**src/rtl/pn_clk_pkg.sv**
```systemverilog
// Shared types and helpers for the PN ADC clock-enable generator.
// Holds the control FSM encoding and the effective ratio/phase mapping.
package pn_clk_pkg;

  typedef enum logic [1:0] {
    ST_SETTLE = 2'd0,
    ST_IDLE   = 2'd1,
    ST_RUN    = 2'd2
  } pn_state_e;

  localparam int unsigned PN_MAXW = 32;

  // Ratios of 0 and 1 both mean "strobe every cycle".
  function automatic logic [PN_MAXW-1:0] pn_eff_n(
    input logic [PN_MAXW-1:0] div
  );
    return (div < PN_MAXW'(2)) ? PN_MAXW'(1) : div;
  endfunction

  // An out-of-range phase falls back to a zero offset.
  function automatic logic [PN_MAXW-1:0] pn_eff_p(
    input logic [PN_MAXW-1:0] div,
    input logic [PN_MAXW-1:0] phase
  );
    logic [PN_MAXW-1:0] n;
    n = pn_eff_n(div);
    return (phase < n) ? phase : '0;
  endfunction

endpackage

```
**src/rtl/pn_ce_counter.sv**
```systemverilog
// One strobe channel: modulo-N counter with a registered clock enable.
// Restart loads the phase and suppresses the strobe for that cycle.
module pn_ce_counter #(
  parameter int unsigned W = 16
) (
  input  logic         i_clk,
  input  logic         i_rst_n,
  input  logic         i_restart,
  input  logic         i_run,
  input  logic [W-1:0] i_n,
  input  logic [W-1:0] i_p,
  output logic         o_ce
);

  logic [W-1:0] r_cnt;
  logic         r_ce;
  logic [W-1:0] w_last;
  logic [W-1:0] w_cnt_nxt;

  assign w_last = i_n - W'(1);

  // >= rather than == keeps the counter bounded whatever value it holds.
  assign w_cnt_nxt = (r_cnt >= w_last) ? '0 : r_cnt + W'(1);

  always_ff @(posedge i_clk or negedge i_rst_n) begin
    if (!i_rst_n) begin
      r_cnt <= '0;
      r_ce  <= 1'b0;
    end else if (i_restart) begin
      r_cnt <= i_p;
      r_ce  <= 1'b0;
    end else if (i_run) begin
      r_cnt <= w_cnt_nxt;
      r_ce  <= (w_cnt_nxt == w_last);
    end else begin
      r_ce  <= 1'b0;
    end
  end

  assign o_ce = r_ce;

endmodule

```
**src/rtl/pn_adc_clk_en.sv**
```systemverilog
// Multi-channel clock-enable generator in the AClk domain: settle
// timer, run/idle FSM, shadowed ratio/phase and common restart pulse.
module pn_adc_clk_en
  import pn_clk_pkg::*;
#(
  parameter int unsigned NCH    = 2,
  parameter int unsigned DIVW   = 16,
  parameter int unsigned SETTLE = 1024
) (
  input  logic                AClk,
  input  logic                ARstn,
  input  logic                Run,
  input  logic                Load,
  input  logic [NCH*DIVW-1:0] Div,
  input  logic [NCH*DIVW-1:0] Phase,
  output logic [NCH-1:0]      Ce,
  output logic                Sync,
  output logic                Ready
);

  localparam int unsigned CW = NCH * DIVW;
  localparam int unsigned SW =
    (SETTLE < 1) ? 1 : $clog2(SETTLE + 1);

  pn_state_e r_state;
  pn_state_e w_state_nxt;

  logic [SW-1:0] r_settle;
  logic [SW-1:0] w_settle_nxt;
  logic          w_settle_done;

  logic [CW-1:0] r_div;
  logic [CW-1:0] r_ph;
  logic          r_sync;
  logic          r_ready;

  logic w_restart;
  logic w_run;
  logic w_shadow_we;

  assign w_settle_nxt  = r_settle + SW'(1);
  assign w_settle_done = (SETTLE == 0) ||
                         (w_settle_nxt == SW'(SETTLE));

  always_comb begin
    w_state_nxt = r_state;
    w_restart   = 1'b0;
    w_run       = 1'b0;
    w_shadow_we = 1'b0;
    unique case (r_state)
      ST_SETTLE: begin
        if (w_settle_done) w_state_nxt = ST_IDLE;
      end
      ST_IDLE: begin
        w_shadow_we = Load;
        if (Run) begin
          w_state_nxt = ST_RUN;
          w_restart   = 1'b1;
        end
      end
      ST_RUN: begin
        w_shadow_we = Load;
        if (!Run) begin
          w_state_nxt = ST_IDLE;
        end else if (Load) begin
          w_restart = 1'b1;
        end else begin
          w_run = 1'b1;
        end
      end
      default: w_state_nxt = ST_SETTLE;
    endcase
  end

  always_ff @(posedge AClk or negedge ARstn) begin
    if (!ARstn) begin
      r_state  <= ST_SETTLE;
      r_settle <= '0;
      r_sync   <= 1'b0;
      r_ready  <= 1'b0;
    end else begin
      r_state  <= w_state_nxt;
      r_sync   <= w_restart;
      r_ready  <= (w_state_nxt != ST_SETTLE);
      if (r_state == ST_SETTLE && !w_settle_done)
        r_settle <= w_settle_nxt;
    end
  end

  always_ff @(posedge AClk or negedge ARstn) begin
    if (!ARstn) begin
      r_div <= '0;
      r_ph  <= '0;
    end else if (w_shadow_we) begin
      r_div <= Div;
      r_ph  <= Phase;
    end
  end

  // A Load restart must see the new values on the same edge.
  for (genvar i = 0; i < NCH; i++) begin : g_ch
    logic [DIVW-1:0] w_div;
    logic [DIVW-1:0] w_ph;
    logic [DIVW-1:0] w_n;
    logic [DIVW-1:0] w_p;

    assign w_div = Load ? Div[i*DIVW +: DIVW]
                        : r_div[i*DIVW +: DIVW];
    assign w_ph  = Load ? Phase[i*DIVW +: DIVW]
                        : r_ph[i*DIVW +: DIVW];
    assign w_n   = DIVW'(pn_eff_n(PN_MAXW'(w_div)));
    assign w_p   = DIVW'(pn_eff_p(PN_MAXW'(w_div),
                                  PN_MAXW'(w_ph)));

    pn_ce_counter #(
      .W (DIVW)
    ) u_cnt (
      .i_clk     (AClk),
      .i_rst_n   (ARstn),
      .i_restart (w_restart),
      .i_run     (w_run),
      .i_n       (w_n),
      .i_p       (w_p),
      .o_ce      (Ce[i])
    );
  end

  assign Sync  = r_sync;
  assign Ready = r_ready;

endmodule

```
**config.mk**
```make
export PLATFORM = sky130hd
export DESIGN_NAME = pn_adc_clk_en
export DESIGN_NICKNAME = d
export VERILOG_FILES = /design/src/rtl/pn_clk_pkg.sv /design/src/rtl/pn_ce_counter.sv /design/src/rtl/pn_adc_clk_en.sv
export SDC_FILE = /design/constraint.sdc
export NUM_CORES = 1
export LEC_CHECK = 0
export ABC_AREA = 1
export BUFFER_PORTS_ARGS = -buffer_cell sky130_fd_sc_hd__buf_4
export CELL_PAD_IN_SITES_DETAIL_PLACEMENT = 1
export CELL_PAD_IN_SITES_GLOBAL_PLACEMENT = 2
export CORE_UTILIZATION = 35
export DETAILED_ROUTE_END_ITERATION = 8
export GPL_ROUTABILITY_DRIVEN = 0
export PLACE_DENSITY_LB_ADDON = 0.1
export SLEW_MARGIN = 20
export SYNTH_ARGS = -nofsm -noshare
export SYNTH_HDL_FRONTEND = slang
export SYNTH_SLANG_ARGS = --single-unit
```
**constraint.sdc**
```tcl
create_clock -name AClk -period 9.8 [get_ports AClk]
set_clock_uncertainty 0.15 [all_clocks]
set_input_delay 1.96 -clock AClk [delete_from_list [all_inputs] [get_ports AClk]]
set_output_delay 1.96 -clock AClk [all_outputs]
set_load 0.01 [all_outputs]
```
# [After elaboration in Yosys (flattened, before gate mapping)]
# Index checks and enable logic that the tools add are counted.
[word_totals] register_bits=113 inputBits=68 output_inout_bits=4 wordCells=62
[op_classes] n_addsub=5 order_cmp=6 n_eq_ne=5 mux=30 reduce_logical=6
[op_table] op="two-way mux 16 bit" n=14
[op_table] op="adder 16 x 1 -> 16 bit, second input constant" n=2
[op_table] op="== test 16 bit" n=2
[op_table] op=">= comparator 16 bit" n=2
[op_table] op="< comparator 16 bit" n=2
[op_table] op="< comparator 16 x 2 -> 1 bit, second input constant" n=2
[op_table] op="subtractor 16 x 1 -> 16 bit, second input constant" n=2
[op_table] op="adder 11 x 1 -> 11 bit, second input constant" n=1
[op_table] op="== test 11 bit, second input constant" n=1
[op_table] op="two-way mux 1 bit" n=11
[op_table] op="two-way mux 2 bit" n=3
[op_table] op="case mux 2 bit (3 select lines)" n=1
[op_table] op="nonzero test 2 bit" n=2
[op_table] op="== test 2 x 1 -> 1 bit, second input constant" n=1
[op_table] op="== test 2 bit, second input constant" n=1
[op_table] op="logical NOT 2 bit" n=1
[op_table] op="case mux 1 bit (2 select lines)" n=1
[op_table] op="OR reduction 2 bit" n=1
[op_table] op="logical AND 1 bit" n=1
[op_table] op="logical NOT 1 bit" n=1

# [Logic depth before layout (Yosys ltp)]
[depth] ltp_word=9 ltp_mapped=30 mapped_depth_nobuf=28

# [Modules after synthesis]
# A second synthesis with hierarchy kept.
[unflattened] cells_unflattened=1456 area_unflattened_um2=9728.1
[by_module_without_submodules] module="pn_adc_clk_en" instances=1 cells_each=703 area_per_inst_um2=5210.0 seq_area_each_um2=1976.9
[by_module_without_submodules] module="pn_ce_counter at g_ch[0].u_cnt" instances=1 cells_each=378 area_per_inst_um2=2260.9 seq_area_each_um2=425.4
[by_module_without_submodules] module="pn_ce_counter at g_ch[1].u_cnt" instances=1 cells_each=375 area_per_inst_um2=2257.2 seq_area_each_um2=425.4

# [Worst setup path before layout]
# Ideal clock, no wire load.
[synth_path] path_kind="input to register" from="input port Load" to="register g_ch[0].u_cnt.r_ce" setup_time_ps=71 arrival_ps=5371 t_required_ps=9579 slack_ps=4207 cell_stages=26 path_buffers=3 cell_sequence="buf_6 buf_6 nand2_1 nand2_1 nand3_1 nor2_1 nand2_1 nand2_2 inv_1 ha_1 nand3_1 nor3b_2 nand3_1 xor2_1 ha_1 nand4_1 nor3_1 nand3_1 nand3_1 clkbuf_1 nor2_1 a21oi_1 nand3_1 nor2_1 nand3_1 nor2_1"
[synth_via] elab_chain_len=9 elab_cells_between_ends=15 cone_classes="1 x add/sub; 2 x order compare; 1 x eq/ne; 11 x mux"
[synth_rtl] element="from (decl)" line_no="pn_adc_clk_en.sv:13" text="input logic Load,"
[synth_rtl] element="two-way mux 16 bit" line_no="pn_adc_clk_en.sv:107" text="assign w_div = Load ? Div[i*DIVW +: DIVW]"
[synth_rtl] element="< comparator 16 x 2 -> 1 bit" line_no="pn_clk_pkg.sv:17" text="return (div < PN_MAXW'(2)) ? PN_MAXW'(1) : div;"
[synth_rtl] element="two-way mux 16 bit" line_no="pn_clk_pkg.sv:17"
[synth_rtl] element="subtractor 16 x 1 -> 16 bit" line_no="pn_ce_counter.sv:20" text="assign w_last = i_n - W'(1);"
[synth_rtl] element=">= comparator 16 bit" line_no="pn_ce_counter.sv:23" text="assign w_cnt_nxt = (r_cnt >= w_last) ? '0 : r_cnt + W'(1);"
[synth_rtl] element="two-way mux 16 bit" line_no="pn_ce_counter.sv:23"
[synth_rtl] element="== test 16 bit" line_no="pn_ce_counter.sv:34" text="r_ce <= (w_cnt_nxt == w_last);"
[synth_rtl] element="two-way mux 1 bit" line_no="pn_ce_counter.sv:32" text="end else if (i_run) begin"
[synth_rtl] element="two-way mux 1 bit (*)" line_no="pn_ce_counter.sv:29" text="end else if (i_restart) begin"
[synth_rtl] element="to (signal assigned)" line_no="pn_ce_counter.sv:34"
[synth_rtl] element="to (decl)" line_no="pn_ce_counter.sv:16" text="logic r_ce;"
# Every way passes the cells marked *; elsewhere a longest branch is shown, timed or not.
# A chain may end at the register's enable or synchronous reset.

# [Worst setup path in the final report]
[layout_path] from="input port Load" to="register g_ch[1].u_cnt.r_ce"
[layout_via] elab_chain_len=9 elab_cells_between_ends=15 cone_classes="1 x add/sub; 2 x order compare; 1 x eq/ne; 11 x mux"
[layout_rtl] element="two-way mux 16 bit" line_no="pn_adc_clk_en.sv:107"
[layout_rtl] element="< comparator 16 x 2 -> 1 bit" line_no="pn_clk_pkg.sv:17"
[layout_rtl] element="two-way mux 16 bit" line_no="pn_clk_pkg.sv:17"
[layout_rtl] element="subtractor 16 x 1 -> 16 bit" line_no="pn_ce_counter.sv:20"
[layout_rtl] element=">= comparator 16 bit" line_no="pn_ce_counter.sv:23"
[layout_rtl] element="two-way mux 16 bit" line_no="pn_ce_counter.sv:23"
[layout_rtl] element="== test 16 bit" line_no="pn_ce_counter.sv:34"
[layout_rtl] element="two-way mux 1 bit" line_no="pn_ce_counter.sv:32"
[layout_rtl] element="two-way mux 1 bit (*)" line_no="pn_ce_counter.sv:29"
[layout_rtl] element="to (signal assigned)" line_no="pn_ce_counter.sv:34"
[layout_rtl] element="to (decl)" line_no="pn_ce_counter.sv:16"
# Marked as above.

==> results.sh <==
export IMPL_drv_slew=0
export IMPL_p_per_area_mw_per_mm2=125
export IMPL_intPower_uw=967
export IMPL_dr_pass1_iters=4
export IMPL_cp_end_kind="flop"
export IMPL_root_buffer="clkbuf_16"
export IMPL_crit_fanout=65
export IMPL_switching_share_pct=29.3
export IMPL_antenna_found_initial=0
export IMPL_setup_viol=0
export IMPL_synth_largest_area_cell="dfrtp_1"
export IMPL_synth_top_cell_area_share_pct=29.8
export IMPL_die_w_um=167
export IMPL_vias=8872
export IMPL_finalCriticalPeriod_ns=7.86
export IMPL_ys_flop_type="dfrtp_1"
export IMPL_worstPathArrival_ns=8.05
export IMPL_seq_power_share_pct=34.1
export IMPL_ys_warn_count=0
export IMPL_synthCells=1363
export IMPL_drt_iter0_drc=438
export IMPL_holdPathStages=2
export IMPL_post_drt_wl_per_cell_um=17.6
export IMPL_grt_max_degree=105
export IMPL_synthToLayoutAreaGrowth_pct=15.0
export IMPL_synth_seq_cells=113
export IMPL_fin_cells=1761
export IMPL_synth_avg_cell_area_um2=6.97
export IMPL_core_area_mm2=0.0264
export IMPL_dp_cells=1729
export IMPL_synth_edf_count=0
export IMPL_drv_cap=0
export IMPL_slew_headroom_pct=52.5
export IMPL_path_clk_slew_ns=0.06
export IMPL_regArea_mm2=0.00283
export IMPL_hpwl_um=23800
export IMPL_die_h_um=167
export IMPL_multi_input_area_mm2=0.00578
export IMPL_fin_setup_tns_ns=0
export IMPL_final_nets=1553
export IMPL_ir_worst_vdd_uv=92.6
export IMPL_cts_resized_gates=0
export IMPL_cpPeakStageDelay_ns=0.54
export IMPL_static_leakage_power_nw=5.60
export IMPL_crit_type="input pin to flop"
export IMPL_finalInstanceArea_mm2=0.0109
export IMPL_reg2reg_depth=27
export IMPL_syn_nets=1502
export IMPL_clock_power_share_pct=50.5
export IMPL_finalWorstSetupSlack_ns=1.94
export IMPL_ys_seq_area_share_pct=29.8
export IMPL_cp_start_kind="input pin"
export IMPL_drive_above_1_share_pct=14.4
export IMPL_post_cts_buffers=0
export IMPL_grt_pass1_wl_um=50400
export IMPL_holdWs_ns=0.331
export IMPL_dpl_cell_area_mm2=0.0103
export IMPL_outcome="finished, final reports clean"
export IMPL_start_util_pct=36.0
export IMPL_clock_sinks=113
export IMPL_hold_buffers=0
export IMPL_io_buffers=71
export IMPL_hold_class="flop to flop"
export IMPL_yosys_cell_types_count=49
export IMPL_max_freq_mhz=127
export IMPL_fp_dieArea_mm2=0.0278
export IMPL_track_usage_pct=23.3
export IMPL_synthTopCellsByArea="dfrtp_1, nand2_1, ha_1"
export IMPL_grt_pass1_vias=8965
export IMPL_syn_area_mm2=0.00950
export IMPL_worst_slew_pin_transition_ns=0.710
export IMPL_rsz0062_at_grt="no"
export IMPL_ant_nets=0
export IMPL_async_flop_share_pct=100
export IMPL_pre_cts_ws_ns=1.59
export IMPL_clock_latency_ns=0.42
export IMPL_num_antenna_cells=0
export IMPL_total_power_mw=1.37
export IMPL_cts_max_path_buffers=2
export IMPL_switchingPower_uw=401
export IMPL_period_share_pct=80.2
export IMPL_fillCellCount=3363
export IMPL_crit_top_cell="nand2_1"
export IMPL_drcViolationCount=0
export IMPL_critPathSlowestCell="nand3_1"
export IMPL_finalHoldViolations=0
export IMPL_p_comb_share_pct=15.4
export IMPL_rows=59
export IMPL_wirelength_um=31000
export IMPL_grt_overflow=0
export IMPL_io_pins=72
export IMPL_cts_tree="built"
export IMPL_numCtsBuffers=17
export IMPL_required_ns=9.99
export IMPL_via_per_inst=5.04
export IMPL_cts_htree_levels=4
export IMPL_final_util_pct=41.5
[Yosys cell counts, types with 13 or more instances]
cell type	number
nand2_1	328
inv_1	172
nor2_1	165
dfrtp_1	113
o21ai_0	113
ha_1	71
a21oi_1	67
nand3_1	65
xor2_1	39
nand4_1	36
clkbuf_1	28
mux2_2	24
nand3_2	18
nand2_2	13
[power groups by stage]
| stage | Combinational (mW) | Sequential, mW | Clock [mW] |
|---|---|---|---|
| global route | 0.238 | 0.466 | 0.727 |
| detailed placement | 0.209 | 0.475 | 0 |
| finish | 0.210 | 0.467 | 0.691 |
| floorplan | 0.128 | 0.475 | 0 |
| global placement | 0.207 | 0.475 | 0 |
| CTS | 0.210 | 0.466 | 0.706 |
[final cells by class]
class                           count  area share, %
Clock buffer                       17           3.89
Sequential cell                   113           25.9
Tap cell                          335           3.84
Multi-Input combinational cell   1028           52.9
Timing Repair Buffer               78           5.54
Inverter                          176           6.05
Clock inverter                     14           1.89
[worst max-delay path: cells and delay by family]
| family | cells | cell delay (ns) |
|---|---|---|
| AND/OR/NAND/NOR | 20 | 2.89 |
| buffers and inverters | 5 | 1.70 |
| adder cells (fa/ha/maj) | 2 | 0.66 |
| AO/OA/AOI/OAI | 1 | 0.51 |
| XOR/XNOR | 1 | 0.27 |
[metal layers]
layer  up-vias  part of all wire, %  routed length [um]  GRT usage, %
li1       4512                    -                   -             -
met1      4222                   55               17100          36.4
met2       122                   41               12800          34.1
met3        16                  3.0                 938          2.71
met4         0                 0.59                 183          3.82
met5         -                    0                   0             0
[state kept, by name (all words and copies together), names as in the netlist]
register	count
g_ch.u_cnt.r_cnt	32
r_div	32
r_ph	32
r_settle	11
g_ch.u_cnt.o_ce	2
r_state	2
Ready	1
Sync	1
[placed cells by master, fill, tap and decap left out, types with 10 or more instances in the layout]
master     instances
nor3_1            11
a21oi_1           67
nand3_1           64
nor2_1           165
nand2_1          327
nand2_2           13
xor2_1            39
mux2_2            24
inv_1            172
nor2_2            10
nand4_1           36
dfrtp_1          113
xnor2_1           12
clkbuf_16         17
a21oi_2           10
ha_1              71
buf_4             77
nand3_2           19
o21ai_0          113
[cell families after synthesis]
group | Yosys count | share of synthesized area, %
simple gates | 665 | 31.0
fa+ha+maj | 71 | 9.35
xor+xnor | 52 | 4.87
buf+inv | 222 | 9.64
mux | 24 | 2.85
compound gates | 216 | 12.6
flops | 113 | 29.8
[worst paths after layout]
kind	startpoint	end	slack (ns)
setup / recovery	Load	g_ch[1].u_cnt.o_ce	1.94
hold / removal	r_ph[15]	r_ph[15]	0.33
setup reg to reg	r_div[21]	g_ch[1].u_cnt.o_ce	4.21
hold reg to reg	r_ph[15]	r_ph[15]	0.33
max in group asynchronous	ARstn	g_ch[1].u_cnt.r_cnt[0]	6.98
min in group asynchronous	ARstn	r_settle[1]	1.37
Note: power is estimated with default switching activity, not from simulation.
